[src/rtl/bp_me_axi_arb_pkg.sv]
// bp_me_axi_arb_pkg: FSM state enums, AXI address-header struct and fixed AXI attribute constants
package bp_me_axi_arb_pkg;

    typedef enum logic [1:0] {R_IDLE, R_ADDR, R_DATA} rd_state_e;
    typedef enum logic [1:0] {W_IDLE, W_ADDR, W_DATA, W_RESP} wr_state_e;

    typedef struct packed {
        logic [7:0] len;
        logic [2:0] size;
        logic [1:0] burst;
    } ax_hdr_s;

    localparam logic [3:0] AXI_CACHE = 4'b0011;
    localparam logic [2:0] AXI_PROT  = 3'b000;

endpackage

[src/rtl/bp_me_axi_rr_grant.sv]
// bp_me_axi_rr_grant: two-way round-robin grant, captured on request and held until advanced
module bp_me_axi_rr_grant (
    input  logic       clk_i,
    input  logic       reset_i,
    input  logic [1:0] req_i,
    input  logic       capture_i,
    input  logic       advance_i,
    output logic       gnt_o
);

    logic ptr_q, ptr_d, gnt_q, gnt_d;

    // Pointer holder wins a tie; on completion the pointer moves away from the finished grant
    always_comb begin
        gnt_d = capture_i ? (req_i[ptr_q] ? ptr_q : ~ptr_q) : gnt_q;
        ptr_d = advance_i ? ~gnt_q : ptr_q;
    end

    // Grant and pointer registers, pointer starts at requester 0
    always_ff @(posedge clk_i) begin
        if (reset_i) begin
            ptr_q <= 1'b0;
            gnt_q <= 1'b0;
        end else begin
            ptr_q <= ptr_d;
            gnt_q <= gnt_d;
        end
    end

    assign gnt_o = gnt_q;

endmodule

[src/rtl/bp_me_axi_mem_arbiter.sv]
// bp_me_axi_mem_arbiter: shares one AXI4 memory port between two managers (BP_MEM_ARB_PERF_EN adds perf counters)
module bp_me_axi_mem_arbiter
    import bp_me_axi_arb_pkg::*;
#(
    parameter int addr_width_p = 64,
    parameter int data_width_p = 128,
    parameter int id_width_p = 4,
    parameter logic [addr_width_p-1:0] dram_base_addr_p = '0
) (
    input  logic clk_i,
    input  logic reset_i,
    input  logic [addr_width_p-1:0] r0_araddr_i, r1_araddr_i,
    input  logic [id_width_p-1:0] r0_arid_i, r1_arid_i,
    input  logic [7:0] r0_arlen_i, r1_arlen_i,
    input  logic [2:0] r0_arsize_i, r1_arsize_i,
    input  logic [1:0] r0_arburst_i, r1_arburst_i,
    input  logic r0_arvalid_i, r1_arvalid_i,
    output logic r0_arready_o, r1_arready_o,
    output logic [data_width_p-1:0] r0_rdata_o, r1_rdata_o,
    output logic [id_width_p-1:0] r0_rid_o, r1_rid_o,
    output logic [1:0] r0_rresp_o, r1_rresp_o,
    output logic r0_rlast_o, r1_rlast_o, r0_rvalid_o, r1_rvalid_o,
    input  logic r0_rready_i, r1_rready_i,
    input  logic [addr_width_p-1:0] r0_awaddr_i, r1_awaddr_i,
    input  logic [id_width_p-1:0] r0_awid_i, r1_awid_i,
    input  logic [7:0] r0_awlen_i, r1_awlen_i,
    input  logic [2:0] r0_awsize_i, r1_awsize_i,
    input  logic [1:0] r0_awburst_i, r1_awburst_i,
    input  logic r0_awvalid_i, r1_awvalid_i,
    output logic r0_awready_o, r1_awready_o,
    input  logic [data_width_p-1:0] r0_wdata_i, r1_wdata_i,
    input  logic [data_width_p/8-1:0] r0_wstrb_i, r1_wstrb_i,
    input  logic r0_wlast_i, r1_wlast_i, r0_wvalid_i, r1_wvalid_i,
    output logic r0_wready_o, r1_wready_o,
    output logic [id_width_p-1:0] r0_bid_o, r1_bid_o,
    output logic [1:0] r0_bresp_o, r1_bresp_o,
    output logic r0_bvalid_o, r1_bvalid_o,
    input  logic r0_bready_i, r1_bready_i,
    output logic [addr_width_p-1:0] m_araddr_o,
    output logic [id_width_p-1:0] m_arid_o,
    output logic [7:0] m_arlen_o,
    output logic [2:0] m_arsize_o,
    output logic [1:0] m_arburst_o,
    output logic m_arvalid_o, m_arlock_o,
    output logic [3:0] m_arcache_o, m_arqos_o, m_arregion_o,
    output logic [2:0] m_arprot_o,
    input  logic m_arready_i,
    input  logic [data_width_p-1:0] m_rdata_i,
    input  logic [id_width_p-1:0] m_rid_i,
    input  logic [1:0] m_rresp_i,
    input  logic m_rlast_i, m_rvalid_i,
    output logic m_rready_o,
    output logic [addr_width_p-1:0] m_awaddr_o,
    output logic [id_width_p-1:0] m_awid_o,
    output logic [7:0] m_awlen_o,
    output logic [2:0] m_awsize_o,
    output logic [1:0] m_awburst_o,
    output logic m_awvalid_o, m_awlock_o,
    output logic [3:0] m_awcache_o, m_awqos_o, m_awregion_o,
    output logic [2:0] m_awprot_o,
    input  logic m_awready_i,
    output logic [data_width_p-1:0] m_wdata_o,
    output logic [data_width_p/8-1:0] m_wstrb_o,
    output logic m_wlast_o, m_wvalid_o,
    input  logic m_wready_i,
    input  logic [id_width_p-1:0] m_bid_i,
    input  logic [1:0] m_bresp_i,
    input  logic m_bvalid_i,
    output logic m_bready_o
`ifdef BP_MEM_ARB_PERF_EN
    ,output logic [31:0] perf_rd_cnt_o [2]
    ,output logic [31:0] perf_wr_cnt_o [2]
    ,output logic [31:0] perf_rd_wait_o [2]
`endif
);

    rd_state_e rd_st_q, rd_st_d;
    wr_state_e wr_st_q, wr_st_d;
    logic rd_gnt, wr_gnt, rd_cap, rd_adv, wr_cap, wr_adv;
    ax_hdr_s ar_hdr, aw_hdr;

    bp_me_axi_rr_grant rd_rr (
        .clk_i, .reset_i, .req_i({r1_arvalid_i, r0_arvalid_i}),
        .capture_i(rd_cap), .advance_i(rd_adv), .gnt_o(rd_gnt)
    );

    bp_me_axi_rr_grant wr_rr (
        .clk_i, .reset_i, .req_i({r1_awvalid_i, r0_awvalid_i}),
        .capture_i(wr_cap), .advance_i(wr_adv), .gnt_o(wr_gnt)
    );

    assign ar_hdr = rd_gnt ? {r1_arlen_i, r1_arsize_i, r1_arburst_i} : {r0_arlen_i, r0_arsize_i, r0_arburst_i};
    assign aw_hdr = wr_gnt ? {r1_awlen_i, r1_awsize_i, r1_awburst_i} : {r0_awlen_i, r0_awsize_i, r0_awburst_i};
    assign m_araddr_o = (rd_gnt ? r1_araddr_i : r0_araddr_i) - dram_base_addr_p;
    assign m_awaddr_o = (wr_gnt ? r1_awaddr_i : r0_awaddr_i) - dram_base_addr_p;
    assign m_arid_o = rd_gnt ? r1_arid_i : r0_arid_i;
    assign m_awid_o = wr_gnt ? r1_awid_i : r0_awid_i;
    assign {m_arlen_o, m_arsize_o, m_arburst_o} = {ar_hdr.len, ar_hdr.size, ar_hdr.burst};
    assign {m_awlen_o, m_awsize_o, m_awburst_o} = {aw_hdr.len, aw_hdr.size, aw_hdr.burst};
    assign {m_arlock_o, m_arcache_o, m_arprot_o, m_arqos_o, m_arregion_o} = {1'b0, AXI_CACHE, AXI_PROT, 4'd0, 4'd0};
    assign {m_awlock_o, m_awcache_o, m_awprot_o, m_awqos_o, m_awregion_o} = {1'b0, AXI_CACHE, AXI_PROT, 4'd0, 4'd0};
    assign m_wdata_o = wr_gnt ? r1_wdata_i : r0_wdata_i;
    assign m_wstrb_o = wr_gnt ? r1_wstrb_i : r0_wstrb_i;
    assign m_wlast_o = wr_gnt ? r1_wlast_i : r0_wlast_i;
    assign {r0_rdata_o, r0_rid_o, r0_rresp_o, r0_rlast_o} = {m_rdata_i, m_rid_i, m_rresp_i, m_rlast_i};
    assign {r1_rdata_o, r1_rid_o, r1_rresp_o, r1_rlast_o} = {m_rdata_i, m_rid_i, m_rresp_i, m_rlast_i};
    assign {r0_bid_o, r0_bresp_o} = {m_bid_i, m_bresp_i};
    assign {r1_bid_o, r1_bresp_o} = {m_bid_i, m_bresp_i};

    // Read path: arbitrate, issue AR, route R beats to the granted requester until rlast
    always_comb begin
        rd_st_d = rd_st_q;
        {rd_cap, rd_adv, m_arvalid_o, m_rready_o} = '0;
        {r0_arready_o, r1_arready_o, r0_rvalid_o, r1_rvalid_o} = '0;
        case (rd_st_q)
            R_IDLE: if (r0_arvalid_i | r1_arvalid_i) begin
                rd_cap = 1'b1;
                rd_st_d = R_ADDR;
            end
            R_ADDR: begin
                m_arvalid_o = 1'b1;
                r0_arready_o = m_arready_i & ~rd_gnt;
                r1_arready_o = m_arready_i & rd_gnt;
                if (m_arready_i) rd_st_d = R_DATA;
            end
            R_DATA: begin
                m_rready_o = rd_gnt ? r1_rready_i : r0_rready_i;
                r0_rvalid_o = m_rvalid_i & ~rd_gnt;
                r1_rvalid_o = m_rvalid_i & rd_gnt;
                if (m_rvalid_i & m_rready_o & m_rlast_i) begin
                    rd_adv = 1'b1;
                    rd_st_d = R_IDLE;
                end
            end
            default: rd_st_d = R_IDLE;
        endcase
    end

    // Write path: arbitrate, issue AW, then W, then B, all held on one grant
    always_comb begin
        wr_st_d = wr_st_q;
        {wr_cap, wr_adv, m_awvalid_o, m_wvalid_o, m_bready_o} = '0;
        {r0_awready_o, r1_awready_o, r0_wready_o, r1_wready_o, r0_bvalid_o, r1_bvalid_o} = '0;
        case (wr_st_q)
            W_IDLE: if (r0_awvalid_i | r1_awvalid_i) begin
                wr_cap = 1'b1;
                wr_st_d = W_ADDR;
            end
            W_ADDR: begin
                m_awvalid_o = 1'b1;
                r0_awready_o = m_awready_i & ~wr_gnt;
                r1_awready_o = m_awready_i & wr_gnt;
                if (m_awready_i) wr_st_d = W_DATA;
            end
            W_DATA: begin
                m_wvalid_o = wr_gnt ? r1_wvalid_i : r0_wvalid_i;
                r0_wready_o = m_wready_i & ~wr_gnt;
                r1_wready_o = m_wready_i & wr_gnt;
                if (m_wvalid_o & m_wready_i & m_wlast_o) wr_st_d = W_RESP;
            end
            W_RESP: begin
                m_bready_o = wr_gnt ? r1_bready_i : r0_bready_i;
                r0_bvalid_o = m_bvalid_i & ~wr_gnt;
                r1_bvalid_o = m_bvalid_i & wr_gnt;
                if (m_bvalid_i & m_bready_o) begin
                    wr_adv = 1'b1;
                    wr_st_d = W_IDLE;
                end
            end
            default: wr_st_d = W_IDLE;
        endcase
    end

    // State registers; reset abandons any in-flight transaction
    always_ff @(posedge clk_i) begin
        if (reset_i) begin
            rd_st_q <= R_IDLE;
            wr_st_q <= W_IDLE;
        end else begin
            rd_st_q <= rd_st_d;
            wr_st_q <= wr_st_d;
        end
    end

`ifdef BP_MEM_ARB_PERF_EN
    logic [31:0] perf_rd_cnt_q [2], perf_rd_cnt_d [2];
    logic [31:0] perf_wr_cnt_q [2], perf_wr_cnt_d [2];
    logic [31:0] perf_rd_wait_q [2], perf_rd_wait_d [2];

    // Completed transactions per requester and cycles a read request sat without the grant
    always_comb begin
        for (int i = 0; i < 2; i++) begin
            perf_rd_cnt_d[i] = perf_rd_cnt_q[i] + 32'(rd_adv & (rd_gnt == 1'(i)));
            perf_wr_cnt_d[i] = perf_wr_cnt_q[i] + 32'(wr_adv & (wr_gnt == 1'(i)));
            perf_rd_wait_d[i] = perf_rd_wait_q[i] + 32'((i == 0 ? r0_arvalid_i : r1_arvalid_i)
                                & ~((rd_st_q != R_IDLE) & (rd_gnt == 1'(i))));
        end
    end

    // Perf counter registers, cleared by reset
    always_ff @(posedge clk_i) begin
        for (int i = 0; i < 2; i++) begin
            perf_rd_cnt_q[i] <= reset_i ? '0 : perf_rd_cnt_d[i];
            perf_wr_cnt_q[i] <= reset_i ? '0 : perf_wr_cnt_d[i];
            perf_rd_wait_q[i] <= reset_i ? '0 : perf_rd_wait_d[i];
        end
    end

    assign perf_rd_cnt_o = perf_rd_cnt_q;
    assign perf_wr_cnt_o = perf_wr_cnt_q;
    assign perf_rd_wait_o = perf_rd_wait_q;
`endif

endmodule

[config.mk]
export PLATFORM = sky130hd
export DESIGN_NAME = bp_me_axi_mem_arbiter
export DESIGN_NICKNAME = d
export VERILOG_FILES = /design/src/rtl/bp_me_axi_arb_pkg.sv /design/src/rtl/bp_me_axi_rr_grant.sv /design/src/rtl/bp_me_axi_mem_arbiter.sv
export SDC_FILE = /design/constraint.sdc
export NUM_CORES = 1
export LEC_CHECK = 0
export CAP_MARGIN = 20
export CORE_AREA = 2 2 550 552
export CTS_BUF_LIST = sky130_fd_sc_hd__clkbuf_2 sky130_fd_sc_hd__clkbuf_4 sky130_fd_sc_hd__clkbuf_8
export DETAILED_ROUTE_END_ITERATION = 12
export DIE_AREA = 0 0 552 554
export SKIP_CTS_REPAIR_TIMING = 1
export SKIP_LAST_GASP = 1
export SLEW_MARGIN = 10
export SYNTH_ARGS = -nofsm -noshare
export SYNTH_HDL_FRONTEND = slang
export SYNTH_HIERARCHICAL = 1
export SYNTH_SLANG_ARGS = --single-unit
[constraint.sdc]
create_clock -name clk_i -period 1.6 [get_ports clk_i]
set_input_delay 0.24 -clock clk_i [delete_from_list [all_inputs] [get_ports clk_i]]
set_output_delay 0.24 -clock clk_i [all_outputs]
set_load 0.02 [all_outputs]
# Yosys cells after proc, flatten, opt, wreduce, memory -nomap -nowiden
# Index checks and enable logic that the tools add are counted.
[totals]
regBits = 8
input_bits = 772
output_inout_bits = 636
word_cells = 95
[classes]
order_cmp = 2
n_eq_ne = 12
mux = 50
bitwise = 21
reduce_logical = 4
[op_table]
columns = ["operator", "n"]
rows = [
  ["$mux W128", 1],
  ["$mux W64", 2],
  ["$mux W1", 33],
  ["$mux W13", 2],
  ["$mux W16", 1],
  ["$and A1 B1 Y1", 15],
  ["$mux W2", 7],
  ["$ne A2 B2 Y1 const B", 7],
  ["$mux W4", 2],
  ["$pmux W2 S4", 1],
  ["$eq A2 B2 Y1 const B", 3],
  ["$pmux W2 S3", 1],
  ["$eq A2 B1 Y1 const B", 2],
  ["$logic_not A2 Y1", 2],
  ["$lt A1 B2 Y1 const B", 2],
  ["$not A1 Y1", 4],
  ["$reduce_and A4 Y1", 1],
  ["$reduce_and A3 Y1", 1],
  ["$or A1 B1 Y1", 2],
]

# Depth between registers and ports, before layout
# Gate-level depths: netlist of the first run.
[logic_depth]
depth_word = 5
ltp_mapped = 6
mapped_depth_nobuf = 6

# Cells and area by module
# Netlist of the first run, hierarchy kept.
[by_module_without_submodules]
columns = ["module", "n_inst", "cells_each", "area_per_inst_um2", "seq_area_each_um2"]
rows = [
  ["bp_me_axi_mem_arbiter", 1, 718, 6571.3, 80.1],
  ["bp_me_axi_rr_grant", 2, 9, 87.6, 40.0],
]

# Worst setup path after synthesis of the first run
# Ideal clock, no wire load.
[synth_timing]
path_type = "register -> output"
from = "register wr_rr.gnt_q, in the netlist wr_rr/gnt_o"
to = "output port m_wstrb_o[10]"
t_arrival_ns = 1.189
t_required_ns = 1.360
setup_slack_ns = 0.171
stages_incl_launch_ff = 5
n_path_buf = 3
path_cell_list = "dfxtp_1 buf_6 buf_6 buf_4 mux2_2"
[synth_between]
elab_chain_len = 1
[synth_lines]
columns = ["item", "line_no", "source"]
rows = [
  ["from (decl)", "bp_me_axi_rr_grant.sv:11", "logic ptr_q, ptr_d, gnt_q, gnt_d;"],
  ["from (signal assigned)", "bp_me_axi_rr_grant.sv:26", "gnt_q <= gnt_d;"],
  ["$mux W16", "bp_me_axi_mem_arbiter.sv:103", "assign m_wstrb_o = wr_gnt ? r1_wstrb_i : r0_wstrb_i;"],
  ["to (decl)", "bp_me_axi_mem_arbiter.sv:63", "output logic [data_width_p/8-1:0] m_wstrb_o,"],
]
# Every way passes these cells.

# Worst setup path after layout of the first run
[layout_timing]
from = "register wr_rr.gnt_q, in the netlist wr_rr/gnt_o"
to = "output port m_awaddr_o[53]"
[layout_between]
elab_chain_len = 1
[layout_lines]
columns = ["item", "line_no", "source"]
rows = [
  ["$mux W64", "bp_me_axi_mem_arbiter.sv:95", "assign m_awaddr_o = (wr_gnt ? r1_awaddr_i : r0_awaddr_i) - dram_base_addr_p;"],
  ["to (decl)", "bp_me_axi_mem_arbiter.sv:53", "output logic [addr_width_p-1:0] m_awaddr_o,"],
]
# Every way passes these cells.

==> results of run 1 <==
## power by group through the flow
stage               Sequential (mW)  Clock, mW  Combinational, mW
floorplan                     0.269          0               6.20
global placement              0.314          0               14.5
detailed placement            0.322          0               14.6
CTS                           0.318      0.343               14.6
global route                  0.334      0.338               17.5
finish                        0.328      0.307               16.6
## state kept, by name, summed over array words and instances, names as in the netlist
signal       count
rd_rr/ptr_q      1
wr_rr/ptr_q      1
wr_st_q          2
rd_st_q          2
wr_rr/gnt_o      1
rd_rr/gnt_o      1
## layout by cell type (no fill, tap or decap), drive strengths merged, types with 4 or more instances in the layout
cell type,count
a21oi,6
and3,5
buf,364
clkbuf,29
clkdlybuf4s50,631
conb,32
dfxtp,8
diode,46
dlymetal6s2s,31
ha,4
inv,4
mux2,308
nand2,9
nor2,13
nor2b,5
## area by class of cell
cell class	instances	area (µm²)	share of cell area, %
multi-input cells	404	4750	21.34
repair buffers	1052	12210	54.88
well taps	3958	4952	22.25
clock buffers	3	41.29	0.1855
diodes	46	115.1	0.5172
inverters	4	15.01	0.06746
flip-flops and latches	8	168.9	0.7589
## critical path: cells and delay by family, from the launching register on
family / cells / cell delay (ns)
buf+inv: 4 / 0.62
mux: 1 / 0.37
flops: 1 / 0.44
## stage by stage
step,area (µm²),total power [mW],hold slack [ns],std cells
after floorplan,6859,6.469,0.3079,766
after global placement,19730,14.80,0.4804,5373
after detailed placement,19730,14.89,0.4804,5373
after CTS,19770,15.31,0.4804,5376
after global routing,22160,18.15,0.4801,5438
final,22260,17.28,0.4800,5475
## cells by family (layout without fill, tap and decap cells)
| kind of cell | count (synthesis) | count (layout) | synth area share [%] |
|---|---|---|---|
| compound gates | 12 | 12 | 1.428 |
| fa+ha+maj | 4 | 4 | 0.7419 |
| buf+inv | 354 | 1059 | 40.08 |
| flops | 8 | 8 | 2.374 |
| mux | 310 | 310 | 51.71 |
| other cells | 2 | 78 | 0.1113 |
| simple gates | 46 | 46 | 3.561 |
## per-layer routing
layer  wire, µm  vias to the layer above  track usage [%]
li1           -                     3728                -
met1      71690                     4158            12.94
met2      92400                     1434            20.83
met3      57480                      504            16.38
met4       5084                      160            1.948
met5       1196                        -                0
## worst paths after layout
check              endpoint  depth (start not counted)
min          r0_rdata_o[87]                          0
min reg2reg     rd_rr/gnt_o                          2
max          m_awaddr_o[53]                          5
max reg2reg      wr_st_q[0]                          6
==> out/metrics.json, run 1 <==
{
  "run_status": {"value": "finished with violations"},
  "failed_checks": {"value": "setup timing"},
  "critPathArrivalTime": {"value": 1.79, "unit": "ns"},
  "nFillCells": {"value": 34930},
  "critPathLaunch": {"value": "wr_rr/gnt_o"},
  "num_vias": {"value": 9984},
  "clkSlewWorstSetupHoldPaths": {"value": 0.05, "unit": "ns"},
  "cts_root_buffer": {"value": "sky130_fd_sc_hd__clkbuf_8"},
  "setup.reg_to_reg.worst_slack": {"value": -0.12, "unit": "ns"},
  "cell_mode_on_critical_path": {"value": "sky130_fd_sc_hd__buf_12"},
  "numClockSinks": {"value": 8},
  "vias_in_the_first_global_route": {"value": 9612},
  "largest_stage_delay_on_the_critical_path": {"value": 0.44, "unit": "ns"},
  "pin_count": {"value": 1408},
  "setup_tns": {"value": -85.07, "unit": "ns"},
  "postSynth.topFlopCell": {"value": "sky130_fd_sc_hd__dfxtp_1"},
  "floorplan.rows": {"value": 201},
  "synth.avg_cell_area": {"value": 9.166, "unit": "µm²"},
  "power.leakage": {"value": 7.853, "unit": "nW"},
  "max-vdd-ir-drop": {"value": 350.1, "unit": "µV"},
  "p_seq_share": {"value": 1.9, "unit": "%"},
  "min_from": {"value": "m_rdata_i[87]"},
  "floorplan.die.width": {"value": 552, "unit": "µm"},
  "wirelength": {"value": 227900, "unit": "µm"},
  "design.die.area": {"value": 0.3058, "unit": "mm²"},
  "finalCritPeriodShare": {"value": 126.8, "unit": "%"},
  "htree_levels": {"value": 1},
  "synth_top_cell_area_share": {"value": 51.41, "unit": "%"},
  "power_switching_share": {"value": 49.15, "unit": "%"},
  "critPathRequiredTime": {"value": 1.36, "unit": "ns"},
  "grt_start_max_net_pins": {"value": 42},
  "grt_antenna_before_repair": {"value": 259},
  "tritoncts": {"value": "yes"},
  "drt_pass1_iterations": {"value": 4},
  "yosysSeqAreaShare": {"value": 2.374, "unit": "%"},
  "synth_area": {"value": 0.006746, "unit": "mm²"},
  "switching_power": {"value": 8.493, "unit": "mW"},
  "layout-drive-gt1-share": {"value": 49.22, "unit": "%"},
  "final-hold-violation-count": {"value": 0},
  "fin_crit": {"value": 2.029, "unit": "ns"},
  "synthTopCellsByCount": {"value": "sky130_fd_sc_hd__buf_4 (317), sky130_fd_sc_hd__mux2_2 (308), sky130_fd_sc_hd__buf_6 (23)"},
  "crit_slowest_cell": {"value": "sky130_fd_sc_hd__dfxtp_4"},
  "reg2reg_from": {"value": "wr_rr/gnt_o"},
  "cp-start-kind": {"value": "register"},
  "power.share.clock": {"value": 1.8, "unit": "%"},
  "avgRoutedWirePerCell": {"value": 41.62, "unit": "µm"},
  "ys_seq_elements": {"value": 8},
  "dpl_worst_slack": {"value": -0.4140, "unit": "ns"},
  "final-setup-viol-count": {"value": 317},
  "gpl.final_weighted_congestion": {"value": 0.9058},
  "yosys_warnings": {"value": 6},
  "dp.final_hpwl": {"value": 218200, "unit": "µm"},
  "power_density_cells": {"value": 776.4, "unit": "mW/mm²"},
  "worst_skew_pair.late_latency": {"value": 0.27, "unit": "ns"},
  "post_synth_num_cell_types": {"value": 30},
  "grt_pass1_wl": {"value": 248700, "unit": "µm"},
  "synth-async-reset-ratio": {"value": 0, "unit": "%"},
  "number_of_synthesized_flops_with_an_enable_pin": {"value": 0},
  "synth_largest_area_cell": {"value": "sky130_fd_sc_hd__mux2_2"},
  "cts_inserted_buffers": {"value": 3},
  "setup.worst_path.end_class": {"value": "output port"},
  "initial_core_util": {"value": 2.254, "unit": "%"},
  "clock_skew": {"value": 0.0003595, "unit": "ns"},
  "finalMaxSlewViolations": {"value": 0},
  "crit_path_max_fanout": {"value": 12},
  "syn_to_layout_area_delta": {"value": 229.9, "unit": "%"},
  "power.share.combinational": {"value": 96.3, "unit": "%"},
  "p_int": {"value": 8.787, "unit": "mW"},
  "finalCoreUtilization": {"value": 7.437, "unit": "%"},
  "antenna_left": {"value": 0},
  "placeableCoreArea": {"value": 0.2993, "unit": "mm²"},
  "synthesis.instances": {"value": 736},
  "design.final.nets": {"value": 2249},
  "postLayoutSetupSlackWorst": {"value": -0.4294, "unit": "ns"},
  "detailed_route_drc_error_count": {"value": 0},
  "grt.total_usage": {"value": 14.11, "unit": "%"},
  "first_iteration_detailed_routing_drc_count": {"value": 327},
  "io_buffer_count": {"value": 955},
  "die-height": {"value": 554, "unit": "µm"},
  "timing.setup.critical_path_class": {"value": "register to output port"},
  "min_path_type": {"value": "input port to output port"},
  "vias_per_cell": {"value": 1.824},
  "post-synth-top-count-cell": {"value": "sky130_fd_sc_hd__buf_4"},
  "clock_path_buffers": {"value": 2},
  "maximum_capacitance_violations": {"value": 0},
  "worstPathCellList": {"value": "buf_12, buf_16, buf_4, mux2_2, buf_12"},
  "aggregate_global_routing_overflow": {"value": 0},
  "fmax": {"value": 492.8, "unit": "MHz"},
  "setup_repair_after_global_routing_missed_its_margin": {"value": "yes"},
  "ys_top_cells_by_area": {"value": "sky130_fd_sc_hd__mux2_2 (51%), sky130_fd_sc_hd__buf_4 (35%), sky130_fd_sc_hd__buf_6 (3.8%)"}
}
(Power assumes the default switching activity.)
==> run 2, diff against run 1 <==
Settings changed: REMOVE_ABC_BUFFERS set to 1, TNS_END_PERCENT set to 100.
==> run 2 against run 1 <==
  * The flow still finishes with violations (setup timing)
  * Power down 0.19%
  * Die area unchanged
  * Highest routed layer unchanged
  * Design area down 3.3%
  * Sequential cell count unchanged
  * Largest cell class unchanged
==> out/metrics.json, run 2 (synthesis results as in run 1) <==
{
  "run_status": {"value": "finished with violations"},
  "failed_checks": {"value": "setup timing"},
  "fin_crit": {"value": 1.929, "unit": "ns"},
  "design.final.nets": {"value": 2212},
  "clkSlewWorstSetupHoldPaths": {"value": 0.04, "unit": "ns"},
  "wirelength": {"value": 277700, "unit": "µm"},
  "met3_wirelength_from_detailed_routing": {"value": 63120, "unit": "µm"},
  "p_int": {"value": 8.048, "unit": "mW"},
  "switching_power": {"value": 9.199, "unit": "mW"},
  "initial_core_util": {"value": 2.254, "unit": "%"},
  "final-setup-viol-count": {"value": 308},
  "cp-start-kind": {"value": "register"},
  "finalMaxSlewViolations": {"value": 0},
  "cts_root_buffer": {"value": "sky130_fd_sc_hd__clkbuf_8"},
  "worst_skew_pair.late_latency": {"value": 0.23, "unit": "ns"},
  "postLayoutSetupSlackWorst": {"value": -0.3291, "unit": "ns"},
  "commonest_non_fill_non_tap_cell_in_the_layout": {"value": "sky130_fd_sc_hd__clkdlybuf4s50_1"},
  "power_density_cells": {"value": 801.6, "unit": "mW/mm²"},
  "syn_to_layout_area_delta": {"value": 218.9, "unit": "%"},
  "drt_pass1_iterations": {"value": 5},
  "critPathArrivalTime": {"value": 1.69, "unit": "ns"},
  "setup.worst_path.end_class": {"value": "output port"},
  "highest_layer": {"value": "met5"},
  "clock_skew": {"value": 0.0003471, "unit": "ns"},
  "vias_in_the_first_global_route": {"value": 9732},
  "max-vdd-ir-drop": {"value": 356.4, "unit": "µV"},
  "fmax": {"value": 518.4, "unit": "MHz"},
  "finalCritPeriodShare": {"value": 120.6, "unit": "%"},
  "floorplan.rows": {"value": 201},
  "p_seq_share": {"value": 1.7, "unit": "%"},
  "design.die.area": {"value": 0.3058, "unit": "mm²"},
  "final-hold-violation-count": {"value": 0},
  "dp.final_hpwl": {"value": 256800, "unit": "µm"},
  "numClockSinks": {"value": 8},
  "grt.total_usage": {"value": 17.34, "unit": "%"},
  "antenna_left": {"value": 0},
  "power.share.clock": {"value": 1.4, "unit": "%"},
  "timing.setup.critical_path_class": {"value": "register to output port"},
  "detailed_route_drc_error_count": {"value": 0},
  "aggregate_global_routing_overflow": {"value": 0},
  "power.leakage": {"value": 7.146, "unit": "nW"},
  "maximum_capacitance_violations": {"value": 0},
  "pin_count": {"value": 1408},
  "largestRegisters": {"value": "rd_st_q: 2 flops, wr_st_q: 2 flops"},
  "htree_levels": {"value": 1},
  "gpl.final_weighted_congestion": {"value": 0.8366},
  "grt_pass1_wl": {"value": 301500, "unit": "µm"},
  "setup_tns": {"value": -72.83, "unit": "ns"},
  "nFillCells": {"value": 35010},
  "clock_path_buffers": {"value": 2},
  "wl_met2": {"value": 95730, "unit": "µm"},
  "die-height": {"value": 554, "unit": "µm"},
  "placed_area": {"value": 0.02019, "unit": "mm²"},
  "num_vias": {"value": 11280},
  "layout.cells.most_common_list": {"value": "sky130_fd_sc_hd__clkdlybuf4s50_1 (631), sky130_fd_sc_hd__mux2_2 (232), sky130_fd_sc_hd__buf_12 (160), sky130_fd_sc_hd__buf_4 (120), sky130_fd_sc_hd__mux2_4 (76)"},
  "grt_start_max_net_pins": {"value": 47},
  "vias_per_cell": {"value": 2.073},
  "avgRoutedWirePerCell": {"value": 51.01, "unit": "µm"},
  "crit_path_max_fanout": {"value": 23},
  "post_route_cell_area": {"value": 0.02152, "unit": "mm²"},
  "layout-drive-gt1-share": {"value": 48.81, "unit": "%"},
  "min_path_type": {"value": "input port to output port"},
  "critPathRequiredTime": {"value": 1.36, "unit": "ns"},
  "power_switching_share": {"value": 53.34, "unit": "%"},
  "power.share.combinational": {"value": 96.9, "unit": "%"},
  "cts_inserted_buffers": {"value": 3},
  "floorplan.die.width": {"value": 552, "unit": "µm"},
  "grt_antenna_before_repair": {"value": 301},
  "setup_repair_after_global_routing_missed_its_margin": {"value": "yes"},
  "tritoncts": {"value": "yes"},
  "first_iteration_detailed_routing_drc_count": {"value": 821},
  "placeableCoreArea": {"value": 0.2993, "unit": "mm²"},
  "io_buffer_count": {"value": 955},
  "met1_wirelength": {"value": 109800, "unit": "µm"}
}
-- run 2: per-stage QoR --
| step | power, mW | instances | setup slack [ns] | utilization, % | hold WS (ns) |
|---|---|---|---|---|---|
| after floorplan | 3.773 | 416 | -5.309 | - | 0.3079 |
| after global placement | 16.50 | 5358 | -0.3089 | 6.746 | 0.4888 |
| after detailed placement | 16.53 | 5358 | -0.3274 | 6.746 | 0.4888 |
| after CTS | 16.85 | 5361 | -0.5793 | 6.759 | 0.4888 |
| after global routing | 17.87 | 5408 | -0.3809 | 7.160 | 0.4809 |
| final | 17.25 | 5443 | -0.3291 | 7.189 | 0.4812 |
-- run 2: layout make-up --
cell class	instances	area [µm²]	area share [%]
clock buffers	3	41.29	0.1919
multi-input cells	404	4337	20.16
well taps	3958	4952	23.02
diodes	51	127.6	0.5932
flip-flops and latches	8	167.7	0.7793
inverters	4	15.01	0.06978
repair buffers	1015	11880	55.19
-- run 2: worst max-delay path, cell delays in order, from the launching register on --
cell	delay, ns
sky130_fd_sc_hd__dfxtp_4	0.38
sky130_fd_sc_hd__buf_12	0.23
sky130_fd_sc_hd__buf_16	0.22
sky130_fd_sc_hd__mux2_2	0.39
sky130_fd_sc_hd__buf_12	0.16
-- run 2: worst paths after layout --
check	cells after the start	slack, ns	to	from
worst max-delay path	4	-0.33	m_awsize_o[0]	wr_rr/gnt_o
worst min-delay path	0	0.48	r0_rdata_o[98]	m_rdata_i[98]
worst max register to register	6	-0.01	wr_st_q[1]	wr_rr/gnt_o
worst min register to register	2	0.52	rd_rr/gnt_o	rd_rr/ptr_q
-- run 2: per-layer routing --
layer / up-vias / GRT usage, %
met3: 583 / 19.66
met2: 1703 / 21.60
li1: 3649 / -
met5: - / 6.063
met4: 322 / 1.065
met1: 5027 / 19.32
-- run 2: power by group through the flow --
stage / registers (mW) / logic (mW) / clock network (mW)
final: 0.299 / 16.7 / 0.243
after global routing: 0.302 / 17.3 / 0.262
after CTS: 0.302 / 16.3 / 0.252
after detailed placement: 0.304 / 16.2 / 0
after global placement: 0.298 / 16.2 / 0
after floorplan: 0.563 / 3.21 / 0
